===== src/rtl/serial_adder_pkg.sv =====
// serial_adder_pkg: shared types and helpers for the bit-serial adder.
//   state_e    - controller state encoding (IDLE/RUN/DONE)
//   MAX_WIDTH  - largest supported operand width
//   fa_t       - one-bit full-adder result {cout, sum}
//   cnt_width  - bit-counter width for a given operand width (minimum 1)
package serial_adder_pkg;

  typedef enum logic [1:0] {
    IDLE = 2'd0,
    RUN  = 2'd1,
    DONE = 2'd2
  } state_e;

  localparam int unsigned MAX_WIDTH = 32;

  typedef struct packed {
    logic cout;
    logic sum;
  } fa_t;

  // Smallest w >= 1 with 2**w >= width, i.e. $clog2 clamped to 1.
  function automatic int unsigned cnt_width(input int unsigned width);
    int unsigned w;
    w = 1;
    for (int unsigned i = 1; i < MAX_WIDTH; i++) begin
      if ((32'd1 << i) < width) w = i + 1;
    end
    return w;
  endfunction

endpackage


===== src/rtl/serial_adder_full_adder_gate.sv =====
// full_adder_gate: one-bit full adder built from two half adders.
//   a, b - operand bits
//   ci   - carry in
//   s    - sum bit
//   co   - carry out
module full_adder_gate (
  input  logic a,
  input  logic b,
  input  logic ci,
  output logic s,
  output logic co
);

  logic hs1;
  logic hc1;
  logic hc2;

  // First half adder: a + b.
  assign hs1 = a ^ b;
  assign hc1 = a & b;

  // Second half adder: partial sum + carry in.
  assign s   = hs1 ^ ci;
  assign hc2 = hs1 & ci;

  // At most one half adder can generate a carry.
  assign co  = hc1 | hc2;

endmodule


===== src/rtl/serial_adder.sv =====
// serial_adder: bit-serial WIDTH-bit adder, LSB first, one bit per clock.
//   clk, rst            - clock, synchronous active-high reset
//   in_valid/in_ready   - operand handshake (a, b, cin); ready only in IDLE
//   out_valid/out_ready - result handshake (sum, cout); held until accepted
//   sum, cout           - {cout, sum} = a + b + cin, registered
//   busy                - high while an operation is in RUN or DONE
module serial_adder
  import serial_adder_pkg::*;
#(
  parameter int unsigned WIDTH = 8
) (
  input  logic             clk,
  input  logic             rst,
  input  logic             in_valid,
  output logic             in_ready,
  input  logic [WIDTH-1:0] a,
  input  logic [WIDTH-1:0] b,
  input  logic             cin,
  output logic             out_valid,
  input  logic             out_ready,
  output logic [WIDTH-1:0] sum,
  output logic             cout,
  output logic             busy
);

  localparam int unsigned     CNT_W = cnt_width(WIDTH);
  localparam logic [CNT_W-1:0] LAST = CNT_W'(WIDTH - 1);

  state_e           state;
  state_e           state_nxt;
  logic [WIDTH-1:0] a_sh;
  logic [WIDTH-1:0] a_sh_nxt;
  logic [WIDTH-1:0] b_sh;
  logic [WIDTH-1:0] b_sh_nxt;
  logic [WIDTH-1:0] sum_sh;
  logic [WIDTH-1:0] sum_sh_nxt;
  logic             carry;
  logic             carry_nxt;
  logic [CNT_W-1:0] cnt;
  logic [CNT_W-1:0] cnt_nxt;
  logic             out_valid_nxt;
  logic             cout_nxt;

  logic             fa_s;
  logic             fa_co;
  fa_t              fa;

  // Single bit-slice: the LSBs of the shifters plus the running carry.
  full_adder_gate u_fa (
    .a  (a_sh[0]),
    .b  (b_sh[0]),
    .ci (carry),
    .s  (fa_s),
    .co (fa_co)
  );

  assign fa = {fa_co, fa_s};

  // Next-state and datapath update.
  always_comb begin
    state_nxt     = state;
    a_sh_nxt      = a_sh;
    b_sh_nxt      = b_sh;
    sum_sh_nxt    = sum_sh;
    carry_nxt     = carry;
    cnt_nxt       = cnt;
    out_valid_nxt = out_valid;
    cout_nxt      = cout;

    case (state)
      IDLE: begin
        if (in_valid) begin
          a_sh_nxt  = a;
          b_sh_nxt  = b;
          carry_nxt = cin;
          cnt_nxt   = '0;
          state_nxt = RUN;
        end
      end

      RUN: begin
        // New sum bit enters at the MSB so the result lands LSB-aligned.
        sum_sh_nxt = (sum_sh >> 1) | (WIDTH'(fa.sum) << (WIDTH - 1));
        a_sh_nxt   = a_sh >> 1;
        b_sh_nxt   = b_sh >> 1;
        carry_nxt  = fa.cout;
        if (cnt == LAST) begin
          // Counter parks at LAST; it is cleared on the next load.
          state_nxt     = DONE;
          out_valid_nxt = 1'b1;
          cout_nxt      = fa.cout;
        end else begin
          cnt_nxt = cnt + CNT_W'(1);
        end
      end

      DONE: begin
        if (out_ready) begin
          state_nxt     = IDLE;
          out_valid_nxt = 1'b0;
        end
      end

      default: begin
        state_nxt     = IDLE;
        out_valid_nxt = 1'b0;
      end
    endcase
  end

  // State and datapath registers.
  always_ff @(posedge clk) begin
    if (rst) begin
      state     <= IDLE;
      a_sh      <= '0;
      b_sh      <= '0;
      sum_sh    <= '0;
      carry     <= 1'b0;
      cnt       <= '0;
      out_valid <= 1'b0;
      cout      <= 1'b0;
    end else begin
      state     <= state_nxt;
      a_sh      <= a_sh_nxt;
      b_sh      <= b_sh_nxt;
      sum_sh    <= sum_sh_nxt;
      carry     <= carry_nxt;
      cnt       <= cnt_nxt;
      out_valid <= out_valid_nxt;
      cout      <= cout_nxt;
    end
  end

  assign sum      = sum_sh;
  assign in_ready = (state == IDLE);
  assign busy     = (state != IDLE);

endmodule


===== config.mk =====
export PLATFORM = sky130hd
export DESIGN_NAME = serial_adder
export DESIGN_NICKNAME = d
export VERILOG_FILES = /design/src/rtl/serial_adder_pkg.sv /design/src/rtl/serial_adder_full_adder_gate.sv /design/src/rtl/serial_adder.sv
export SDC_FILE = /design/constraint.sdc
export NUM_CORES = 1
export LEC_CHECK = 0
export BUFFER_PORTS_ARGS = -buffer_cell sky130_fd_sc_hd__buf_2
export CORE_MARGIN = 1.5
export CORE_UTILIZATION = 41
export DETAILED_ROUTE_END_ITERATION = 10
export GPL_TIMING_DRIVEN = 1
export MAX_ROUTING_LAYER = met4
export PLACE_DENSITY = 0.65
export REMOVE_ABC_BUFFERS = 1
export SYNTH_ARGS = -nofsm -noshare
export SYNTH_HDL_FRONTEND = slang
export SYNTH_SLANG_ARGS = --single-unit

===== constraint.sdc =====
create_clock -name clk -period 2.3 [get_ports clk]
set_clock_uncertainty 0.15 [all_clocks]
set_input_delay 0.46 -clock clk [delete_from_list [all_inputs] [get_ports clk]]
set_output_delay 0.46 -clock clk [all_outputs]
set_load 0.01 [all_outputs]

# [Yosys cells after proc, flatten, opt, wreduce, memory -nomap -nowiden]
# Index checks and enable logic that the tools add are counted.
# W data, S select, Z words.
[classes] eq_ne=7 addsub=1 muxes=16 bitwise=7 reduce_logical=8
[op_table] operator="$pmux W8 S2" count=2
[op_table] operator="$mux W8" count=2
[op_table] operator="$reduce_and A3 Y1" count=3
[op_table] operator="$ne A2 B2 Y1 const B" count=4
[op_table] operator="$or A7 B8 Y8" count=1
[op_table] operator="$mux W2" count=3
[op_table] operator="$mux W3" count=2
[op_table] operator="$pmux W2 S3" count=1
[op_table] operator="$pmux W3 S2" count=1
[op_table] operator="$reduce_and A2 Y1" count=2
[op_table] operator="$reduce_bool A2 Y1" count=2
[op_table] operator="$add A3 B1 Y3 const B" count=1
[op_table] operator="$eq A3 B3 Y1 const B" count=1
[op_table] operator="$mux W1" count=3
[op_table] operator="$pmux W1 S3" count=1
[op_table] operator="$and A1 B1 Y1" count=2
[op_table] operator="$eq A2 B1 Y1 const B" count=1
[op_table] operator="$eq A2 B2 Y1 const B" count=1
[op_table] operator="$logic_not A2 Y1" count=1
[op_table] operator="$pmux W1 S2" count=1
[op_table] operator="$xor A1 B1 Y1" count=2
[op_table] operator="$not A1 Y1" count=1
[op_table] operator="$or A1 B1 Y1" count=1
[totals] inputBits=21 out_inout_bits=12 reg_bits=32 word_cells=47

# [Logic depth before layout (Yosys ltp)]
[logic_depth] word_depth=4 mapped_depth=5

# [Hierarchy]
# Synthesis repeated with hierarchy kept, for this count alone.
[hier_totals] cells_unflattened=152 hier_area_um2=1496.4
[modules_own_cells] mod="serial_adder" cells_each=151 area_per_inst_um2=1476.4 seq_area_each_um2=640.6 n_inst=1
[modules_own_cells] mod="full_adder_gate" cells_each=1 area_per_inst_um2=20.0 seq_area_each_um2=0.0 n_inst=1

# [Least setup slack after synthesis]
# OpenSTA, ideal clock, no wires.
[synth_timing] kind="reg-to-output" from="reg state[0]" to="out busy" required_ps=1690 t_arrival_ps=926 path_stages_with_launch=5 slack_ps=764 n_path_buf=2 path_cell_list="dfxtp_1 > buf_6 > buf_4 > nor2_1 > inv_1"
[synth_via] elab_chain_len=1
[synth_rtl] item="start: declaration" line="serial_adder.sv:29" source="state_e state;"
[synth_rtl] item="start signal: assignment" line="serial_adder.sv:123" source="state <= state_nxt;"
[synth_rtl] item="$reduce_bool A2 Y1" line="serial_adder.sv:136" source="assign busy = (state != IDLE);"
[synth_rtl] item="end: declaration" line="serial_adder.sv:23" source="output logic busy"
# No other way between the ends.

# [Worst setup path after layout]
[layout_timing] from="reg state[1]" to="out busy"
# Same word-level chain as after synthesis.

==> flow_summary.yaml <==
final_layout:
  drive_gt1_frac: 0.328
  area_growth_pct: 14.0
  register_area_um2: 641
  nets: 206
  multi_input_area_um2: 752
  fillers: 345
  fin_util: 0.499
  antennaDiodeCount: 0
critical_path:
  critPathRequiredTime_ns: 1.69
  timing.rr.start: "cnt[0]"
  path_max_fanout: 13
  path_class: "flop to output pin"
  ff2ff_path_depth: 5
  cp-startpoint: "state[1]"
  cp-start-kind: "flop"
  r2r_end: "state[0]"
  end_kind: "output pin"
  r2r_slack_ns: 0.73
  crit_arrival_ns: 1.19
timing:
  layout_min_cycle_time_ns: 1.80
  finalHoldViolations: 0
  slew_viol_final: 0
  grt_setup_unrepaired: "no"
  setup_viol: 0
  max_freq_mhz: 554
  finalCritPeriodShare: 0.784
  final.setup.tns_ns: 0
  worstMarginPinSlew_ns: 0.595
  slew-limit-headroom: 0.602
power_and_ir_drop:
  power_density_nw_per_um2: 653
  leakage_nw: 0.696
  ir_drop_uv: 375
logic_synthesis:
  ys_ff_latch: 32
  ys_seq_area_frac: 0.428
  yosys.area_share.simple: 0.164
  synth_edf_count: 0
  yosys.area_share.adder: 0.0301
  syn_inst: 152
  muxShareOfSynthArea: 0.100
  synth_top_family_by_area: "compound AO/OA/AOI/OAI gates"
  synth_warnings: 0
  synth-xor-area-share: 0
  syn_area_um2: 1500
  async_flop_share: 0
  synth-compound-area-share: 0.208
  avgSynthCellArea_um2: 9.84
  ys.flop_type: "dfxtp_1"
  synth.distinct_cells: 25
die:
  rows: 21
  fp.dieW_um: 63.4
  die_y_um: 63.4
  io-pin-count: 33
  die_area_um2: 4020
  coreArea_um2: 3420
  initial_utilization: 0.438
worst_hold_path:
  holdPathEnd: "state[1]"
  hp-class: "primary input to flop"
  min-delay-start: "out_ready"
  hold_path_depth: 3
routing:
  viasPerCell: 4.86
  final_antenna_net_count: 0
  wl_per_cell_um: 12.0
  firstDrtPassIters: 4
  routed_wl_um: 2760
  drtIter0Drc: 12
  drc: 0
  vias: 1112
clocking:
  h-tree-depth: 2
  cts.path.max_buffers: 2
  clkTransAtPathRegs_ns: 0.10
  numCtsBuffers: 5
  root_buffer: "clkbuf_4"
  cts_resized: 0
  clock_latency_ns: 0.33
  cts_hold_buf: 0
  cts_tree: "yes"
  cts_setup_buffers: 0
  cts.sinks: 32
grt:
  grt_overflow: 0
  antenna_found_initial: 0
  grt_max_degree: 31
  grtUsageTotal: 0.156
  grt_pass1_vias: 1109
  grt_pass1_wl_um: 4830
place:
  gp_congestion: 0.686
  hpwlAfterDp_um: 1990
  numPortBuffers: 32
run:
  maxCapViolations: 0
outcome:
  status: "complete, no violations"
## critical path: stages (launching register included)
cell and delay (ns):
dfxtp_1 0.58, nor2_1 0.10, inv_1 0.06, buf_2 0.12
## layout make-up
class	instances	share of cell area
Clock inverter	2	0.00587
Tap cell	46	0.0337
Sequential cell	32	0.376
Timing Repair Buffer	35	0.107
Clock buffer	6	0.0301
Inverter	3	0.00660
Multi-Input combinational cell	105	0.441
## report_power, final
part	switching, W	internal (W)	total (W)
combinational	0.0000947	0.0000778	0.000172
sequential	0.0000207	0.000587	0.000608
clock	0.000188	0.000145	0.000334
## layer usage
layer	up-vias	share of wire	global-route usage
li1	585	-	-
met1	505	0.45	0.182
met2	18	0.49	0.253
met3	4	0.037	0.0446
met4	0	0.020	0.0652
met5	-	0	-
## cell usage after synthesis (all sizes together) (2+ instances only)
master | instances | area, µm²
a211oi | 15 | 188
a21oi | 14 | 70.1
buf | 11 | 88.8
dfxtp | 32 | 641
ha | 2 | 25.0
inv | 3 | 11.3
mux2i | 15 | 150
nand2 | 20 | 75.1
nand2b | 5 | 31.3
nand4bb | 2 | 22.5
nor2 | 18 | 67.6
nor2b | 2 | 12.5
o21ai | 4 | 20.0
## registers in the layout, indices dropped and copies added, names as in the netlist
signal / cells
cout: 1
a_sh: 8
out_valid: 1
sum: 8
b_sh: 8
carry: 1
cnt: 3
state: 2
## stage by stage
stage	instances	area (µm²)	power [W]	setup WS, ns	hold WS (ns)
global placement	221	1640	0.000786	0.773	0.293
finish	229	1710	0.00111	0.496	0.253
detailed placement	221	1640	0.000796	0.721	0.297
global route	229	1710	0.00117	0.369	0.246
CTS	229	1710	0.00113	0.492	0.246
floorplan	140	1400	0.000733	0.373	0.297
## cell usage in the layout, fill, tap and decap left out
cell,netlist,layout
a211oi_2,15,15
a21oi_1,14,14
buf_2,2,32
buf_4,2,3
clkbuf_4,0,5
clkbuf_8,0,1
clkinv_2,0,2
dfxtp_1,32,32
fa_1,1,1
ha_1,2,2
inv_1,3,3
mux2i_1,15,15
nand2_1,20,20
nand2b_1,5,5
nand3_1,1,1
nand3b_1,1,1
nand4bb_1,2,2
nor2_1,18,18
nor2b_1,2,2
nor4b_2,1,1
o21ai_0,4,4
o21ba_4,1,1
o31ai_1,1,1
o32a_1,1,1
or3b_1,1,1
## kinds of logic (layout without fill, tap and decap cells)
group / after synthesis / in the layout
AO/OA/AOI/OAI: 36 / 36
adder cells (fa/ha/maj): 3 / 3
buffers and inverters: 15 / 46
flip-flops: 32 / 32
multiplexers: 15 / 15
AND/OR/NAND/NOR: 51 / 51
## worst max path at each step
stage | cells after the start | slack (ns) | to
after floorplan | 3 | 0.37 | a_sh[0]
after global placement | 5 | 0.77 | cnt[1]
after detailed placement | 4 | 0.72 | carry
after CTS | 3 | 0.49 | busy
after global routing | 3 | 0.37 | busy
final | 3 | 0.50 | busy
(Power assumes the default switching activity.)
